<file path="src/rtl/md_sequencer_if.sv">
// Request/result bundle between the pipeline controller and the multiply/divide sequencer.
interface md_sequencer_if;
  logic [31:0] A;
  logic [31:0] B;
  logic [2:0]  Op;
  logic        Start;
  logic        Busy;
  logic [31:0] HI;
  logic [31:0] LO;

  modport master (output A, B, Op, Start, input Busy, HI, LO);
  modport slave  (input A, B, Op, Start, output Busy, HI, LO);
endinterface

</file>
<file path="src/rtl/md_sequencer.sv">
// Iterative 32x32 multiply / 32/32 divide unit owning HI/LO.
// 32 RUN steps plus one FIX cycle of sign correction and commit.
module md_sequencer (
  input  logic          clk,
  input  logic          reset,
  md_sequencer_if.slave bus
);

  typedef enum logic [1:0] {S_IDLE, S_RUN, S_FIX} state_e;
  typedef enum logic [2:0] {
    OP_MULT  = 3'b000,
    OP_MULTU = 3'b001,
    OP_DIV   = 3'b010,
    OP_DIVU  = 3'b011,
    OP_MTHI  = 3'b100,
    OP_MTLO  = 3'b101
  } op_e;

  state_e      state_q, state_d;
  logic [4:0]  cnt_q, cnt_d;
  logic        busy_q, busy_d;
  logic [31:0] hi_q, hi_d;
  logic [31:0] lo_q, lo_d;
  // acc holds product-high / remainder; mq holds multiplier / quotient.
  logic [31:0] acc_q, acc_d;
  logic [31:0] mq_q, mq_d;
  logic [31:0] opnd_q, opnd_d;
  logic        isdiv_q, isdiv_d;
  logic        neg_q, neg_d;
  logic        rneg_q, rneg_d;
  logic        dz_q, dz_d;

  logic        sgn_op, a_neg, b_neg;
  logic [31:0] a_mag, b_mag;
  logic [32:0] sum;
  logic [32:0] shifted;
  logic [32:0] diff;
  logic [63:0] prod;

  always_comb begin
    state_d = state_q;
    cnt_d   = cnt_q;
    hi_d    = hi_q;
    lo_d    = lo_q;
    acc_d   = acc_q;
    mq_d    = mq_q;
    opnd_d  = opnd_q;
    isdiv_d = isdiv_q;
    neg_d   = neg_q;
    rneg_d  = rneg_q;
    dz_d    = dz_q;
    sgn_op  = (bus.Op == OP_MULT) || (bus.Op == OP_DIV);
    a_neg   = sgn_op & bus.A[31];
    b_neg   = sgn_op & bus.B[31];
    a_mag   = a_neg ? (~bus.A + 32'd1) : bus.A;
    b_mag   = b_neg ? (~bus.B + 32'd1) : bus.B;
    sum     = {1'b0, acc_q} + {1'b0, opnd_q};
    shifted = {acc_q, mq_q[31]};
    diff    = shifted - {1'b0, opnd_q};
    prod    = {acc_q, mq_q};

    case (state_q)
      S_IDLE: begin
        if (bus.Start) begin
          case (op_e'(bus.Op))
            OP_MULT, OP_MULTU, OP_DIV, OP_DIVU: begin
              isdiv_d = bus.Op[1];
              acc_d   = '0;
              mq_d    = bus.Op[1] ? a_mag : b_mag;
              opnd_d  = bus.Op[1] ? b_mag : a_mag;
              neg_d   = a_neg ^ b_neg;
              rneg_d  = a_neg;
              dz_d    = bus.Op[1] && (bus.B == '0);
              cnt_d   = '0;
              state_d = S_RUN;
            end
            OP_MTHI: hi_d = bus.A;
            OP_MTLO: lo_d = bus.A;
            default: ;
          endcase
        end
      end
      S_RUN: begin
        if (isdiv_q) begin
          // Restoring step: keep the trial difference only when it did not go negative.
          if (!diff[32]) begin
            acc_d = diff[31:0];
            mq_d  = {mq_q[30:0], 1'b1};
          end else begin
            acc_d = shifted[31:0];
            mq_d  = {mq_q[30:0], 1'b0};
          end
        end else if (mq_q[0]) begin
          acc_d = sum[32:1];
          mq_d  = {sum[0], mq_q[31:1]};
        end else begin
          acc_d = {1'b0, acc_q[31:1]};
          mq_d  = {acc_q[0], mq_q[31:1]};
        end
        cnt_d = cnt_q + 5'd1;
        if (cnt_q == 5'd31) state_d = S_FIX;
      end
      S_FIX: begin
        if (!isdiv_q) begin
          {hi_d, lo_d} = neg_q ? (~prod + 64'd1) : prod;
        end else if (!dz_q) begin
          lo_d = neg_q  ? (~mq_q + 32'd1)  : mq_q;
          hi_d = rneg_q ? (~acc_q + 32'd1) : acc_q;
        end
        state_d = S_IDLE;
      end
      default: state_d = S_IDLE;
    endcase

    busy_d = (state_d != S_IDLE);
  end

  always_ff @(posedge clk) begin
    if (reset) begin
      state_q <= S_IDLE;
      cnt_q   <= '0;
      busy_q  <= 1'b0;
      hi_q    <= '0;
      lo_q    <= '0;
      acc_q   <= '0;
      mq_q    <= '0;
      opnd_q  <= '0;
      isdiv_q <= 1'b0;
      neg_q   <= 1'b0;
      rneg_q  <= 1'b0;
      dz_q    <= 1'b0;
    end else begin
      state_q <= state_d;
      cnt_q   <= cnt_d;
      busy_q  <= busy_d;
      hi_q    <= hi_d;
      lo_q    <= lo_d;
      acc_q   <= acc_d;
      mq_q    <= mq_d;
      opnd_q  <= opnd_d;
      isdiv_q <= isdiv_d;
      neg_q   <= neg_d;
      rneg_q  <= rneg_d;
      dz_q    <= dz_d;
    end
  end

  assign bus.Busy = busy_q;
  assign bus.HI   = hi_q;
  assign bus.LO   = lo_q;

endmodule
</file>
<file path="src/flat_wrapper.sv">
// flat-port wrapper written by rule: the top's interface ports become plain ports
module md_sequencer_flat 
  (clk, reset, bus_A, bus_B, bus_Op, bus_Start, bus_Busy, bus_HI, bus_LO);
  md_sequencer_if bus_i ();
  input  logic clk;
  input  logic reset;
  input wire logic [$bits(bus_i.A)-1:0] bus_A;
  input wire logic [$bits(bus_i.B)-1:0] bus_B;
  input wire logic [$bits(bus_i.Op)-1:0] bus_Op;
  input wire logic [$bits(bus_i.Start)-1:0] bus_Start;
  output wire logic [$bits(bus_i.Busy)-1:0] bus_Busy;
  output wire logic [$bits(bus_i.HI)-1:0] bus_HI;
  output wire logic [$bits(bus_i.LO)-1:0] bus_LO;
  assign bus_i.A = bus_A;
  assign bus_i.B = bus_B;
  assign bus_i.Op = bus_Op;
  assign bus_i.Start = bus_Start;
  assign bus_Busy = bus_i.Busy;
  assign bus_HI = bus_i.HI;
  assign bus_LO = bus_i.LO;
  md_sequencer u_core (.clk(clk), .reset(reset), .bus(bus_i));
endmodule
</file>
<file path="config.mk">
export PLATFORM = sky130hd
export DESIGN_NAME = md_sequencer_flat
export DESIGN_NICKNAME = d
export VERILOG_FILES = /design/src/rtl/md_sequencer_if.sv /design/src/rtl/md_sequencer.sv /design/src/flat_wrapper.sv
export SDC_FILE = /design/constraint.sdc
export NUM_CORES = 1
export LEC_CHECK = 0
export ABC_AREA = 1
export CELL_PAD_IN_SITES_DETAIL_PLACEMENT = 2
export CELL_PAD_IN_SITES_GLOBAL_PLACEMENT = 2
export CORE_ASPECT_RATIO = 0.75
export CORE_UTILIZATION = 28
export DETAILED_ROUTE_END_ITERATION = 10
export GPL_TIMING_DRIVEN = 0
export PLACE_DENSITY = 0.85
export SYNTH_ARGS = -nofsm -noshare
export SYNTH_HDL_FRONTEND = slang
export SYNTH_SLANG_ARGS = --single-unit
</file>
<file path="constraint.sdc">
create_clock -name clk -period 2.6 [get_ports clk]
set_input_delay 0.26 -clock clk [delete_from_list [all_inputs] [get_ports clk]]
set_output_delay 0.26 -clock clk [all_outputs]
set_load 0.01 [all_outputs]
</file>
==> qor.yml <==
placed_area_mm2: 0.0208
dr.pass1.iters: 6
fin_ws_ns: -0.165
slew_violations: 0
die_area_mm2: 0.0668
synth_area_mm2: 0.0184
yosys-top-cells-area: "nand2_1, dfxtp_1, inv_1"
layout-drive-gt1-share_pct: 12.0
synth.most_common_cell: "nand2_1"
holdWs_ns: 0.359
n_fill_cell: 8224
htreeDepth: 4
synthCells: 3417
drc: 0
p_leak_nw: 10.8
syn2layout_area_growth_pct: 26.1
required_ns: 3.00
start_kind: "register"
io_pins: 135
worstReg2RegEnd: "u_core.mq_q[5]"
crit-reg2reg-launch: "u_core.state_q[1]"
insertion_delay_ns: 0.52
fp.coreArea_mm2: 0.0652
clock-root-buffer: "clkbuf_16"
drt.antenna.violating_nets: 0
synth_warnings: 0
async_reset_ff_share_pct: 0
pwr_density_cell_mw_per_mm2: 461
die_w_um: 298
dp_hpwl_um: 96500
synth_cell_types: 50
min_to: "u_core.opnd_q[6]"
wl_per_cell_um: 28.1
fin_tns_setup_ns: -3.13
p_clk_share_pct: 26.6
yosys.area_share.adder_pct: 4.97
portBuffers: 133
cap_violations: 0
hold_path_depth: 5
dr_total_vias: 26100
cts_tree: "built"
cts_buffers: 17
clk_path_buf_depth: 2
ir_worst_vdd_mv: 0.446
layout.nets: 3758
ctsHoldBuffers: 0
synth-main-ff-cell: "dfxtp_1"
place_congestion: 0.996
ys_seq_elements: 172
rsz0062_at_grt: "yes"
seq_power_share_pct: 28.7
end_kind: "register"
critPathKind: "register to register"
synth_top_family_by_area: "simple AND/OR/NAND/NOR gates"
setup_viol_count_final: 41
drt-total-wl_um: 127000
yosys.area.top_type: "nand2_1"
grt_pass1_wl_um: 172000
finalCriticalPeriod_ns: 2.77
hold_path_class: "input port to register"
grt_pass1_vias: 25500
critPathArrivalTime_ns: 3.17
violations: "setup timing"
yosysSeqAreaShare_pct: 18.7
yosys.area_share.xor_xnor_pct: 2.66
synth_mux_area_share_pct: 0
status: "complete, but fails checks"
final_util_pct: 35.6
synth_compound_area_share_pct: 17.4
cts.clk_slew.worst_paths_ns: 0.10
clock_skew_ns: 0.0269
worstMarginPinSlew_ns: 1.45
synth_nets: 3559
viasPerCell: 5.80
cts_num_sinks: 172
final-hold-violation-count: 0
worstRegToRegCells: 7
min_from: "bus_Op[1]"
netlist.area_leader.share_pct: 21.3
slew_headroom_pct: 3.16
netlist_top_cells_count: "nand2_1, inv_1, nand3_1, nor2_1, a21oi_1"
fin_area_mm2: 0.0232
synthSimpleGateAreaFrac_pct: 42.4
power.share.switching_pct: 47.7
first_iter_violations: 3056
grt_start_max_net_pins: 20
grt_overflow: 0
p_sw_w: 0.00510
track_usage_pct: 34.8
syn_avg_cell_area_um2: 5.39
synth_edf_count: 0
die_h_um: 224
r2r_slack_ns: -0.17
antenna_found_initial: 7
p_int_w: 0.00560
initial_core_util_pct: 28.3
fin_crit_sh_pct: 106
critPathMaxFanout: 10
max_freq_mhz: 362
pwr-share-comb_pct: 44.6
rows: 81
power by group through the flow:
stage	registers, W	clock network, W	logic (W)
3_5_place_dp	0.00312	0	0.00385
4_1_cts	0.00305	0.00278	0.00398
2_1_floorplan	0.00300	0	0.00233
5_1_grt	0.00307	0.00290	0.00500
6_report	0.00308	0.00285	0.00478
3_3_place_gp	0.00311	0	0.00371
worst max-delay path by stage:
stage	startpoint	depth (start not counted)	slack, ns	endpoint
finish	u_core.state_q[1]	7	-0.17	u_core.mq_q[5]
global route	u_core.acc_q[0]	18	-0.20	u_core.acc_q[25]
CTS	u_core.opnd_q[0]	18	0.003	u_core.acc_q[17]
detailed placement	bus_A[0]	14	-1.03	u_core.opnd_q[24]
global placement	bus_A[0]	14	-0.95	u_core.opnd_q[24]
floorplan	u_core.mq_q[31]	19	0.16	u_core.acc_q[28]
cell families after synthesis:
| group | count (synthesis) |
|---|---|
| adder cells (fa/ha/maj) | 72 |
| AO/OA/AOI/OAI | 601 |
| XOR/XNOR | 56 |
| flip-flops | 172 |
| buffers and inverters | 660 |
| AND/OR/NAND/NOR | 1856 |
critical path, cell delays in order, from the launching register on:
cell and delay (ns):
dfxtp_1 0.41, inv_2 0.08, nand2_1 0.29, clkbuf_1 0.61, buf_1 0.80, nand3_1 0.22
nand2_1 0.13, a21oi_1 0.09
what timing repair did:
action,CTS,global route
buffers inserted,11,34
cloned,0,5
setup endpoints to repair,82,81
pin swaps,6,18
resized for setup,148,231
area by class of cell:
class / instances / area (um2) / area share (%)
clock buffers: 17 / 425 / 1.83
plain buffers: 125 / 618 / 2.66
inverters: 532 / 2040 / 8.78
multi-input cells: 2585 / 13400 / 57.5
flip-flops and latches: 172 / 3650 / 15.7
clock inverters: 15 / 173 / 0.744
repair buffers: 183 / 1860 / 8.01
well taps: 871 / 1090 / 4.69
diodes: 3 / 7.51 / 0.0323
registers in the layout (all words and copies together), names as in the netlist:
name	cells
u_core.cnt_q	5
u_core.acc_q	32
u_core.opnd_q	32
u_core.bus.Busy	1
u_core.dz_q	1
u_core.isdiv_q	1
u_core.bus.HI	32
u_core.rneg_q	1
u_core.state_q	2
u_core.mq_q	32
u_core.bus.LO	32
u_core.neg_q	1
metal layers:
layer / up-vias / part of all wire, % / global-route usage, %
met5: - / 0.046 / 0
met2: 1425 / 41 / 50.1
met1: 13100 / 44 / 51.2
met4: 8 / 3.8 / 11.3
met3: 272 / 11 / 6.87
li1: 11300 / - / -
stage by stage:
| step | instances | power, W | setup slack, ns |
|---|---|---|---|
| after floorplan | 3417 | 0.00533 | 0.160 |
| after global placement | 4421 | 0.00682 | -0.948 |
| after detailed placement | 4421 | 0.00696 | -1.03 |
| after CTS | 4462 | 0.00982 | 0.00342 |
| after global routing | 4500 | 0.0110 | -0.196 |
| final | 4503 | 0.0107 | -0.165 |
placed cells by master, fill, tap and decap left out, drive strengths merged, types with 3 or more instances in the layout:
| master | count |
|---|---|
| a31oi | 39 |
| and2 | 12 |
| clkbuf | 106 |
| buf | 86 |
| clkdlybuf4s50 | 132 |
| xor2 | 45 |
| o21bai | 7 |
| a21oi | 270 |
| xnor2 | 11 |
| nand3 | 332 |
| ha | 70 |
| nand3b | 14 |
| and3 | 4 |
| nand2 | 1064 |
| o221ai | 3 |
| clkinv | 6 |
| nor2 | 331 |
| nor3 | 44 |
| nand4 | 44 |
| or2 | 9 |
| diode | 3 |
| o22ai | 4 |
| clkinvlp | 13 |
| inv | 528 |
| dfxtp | 172 |
| o211ai | 22 |
| o21ai | 241 |
| a21o | 6 |
Power figures use the tool's default switching activity.
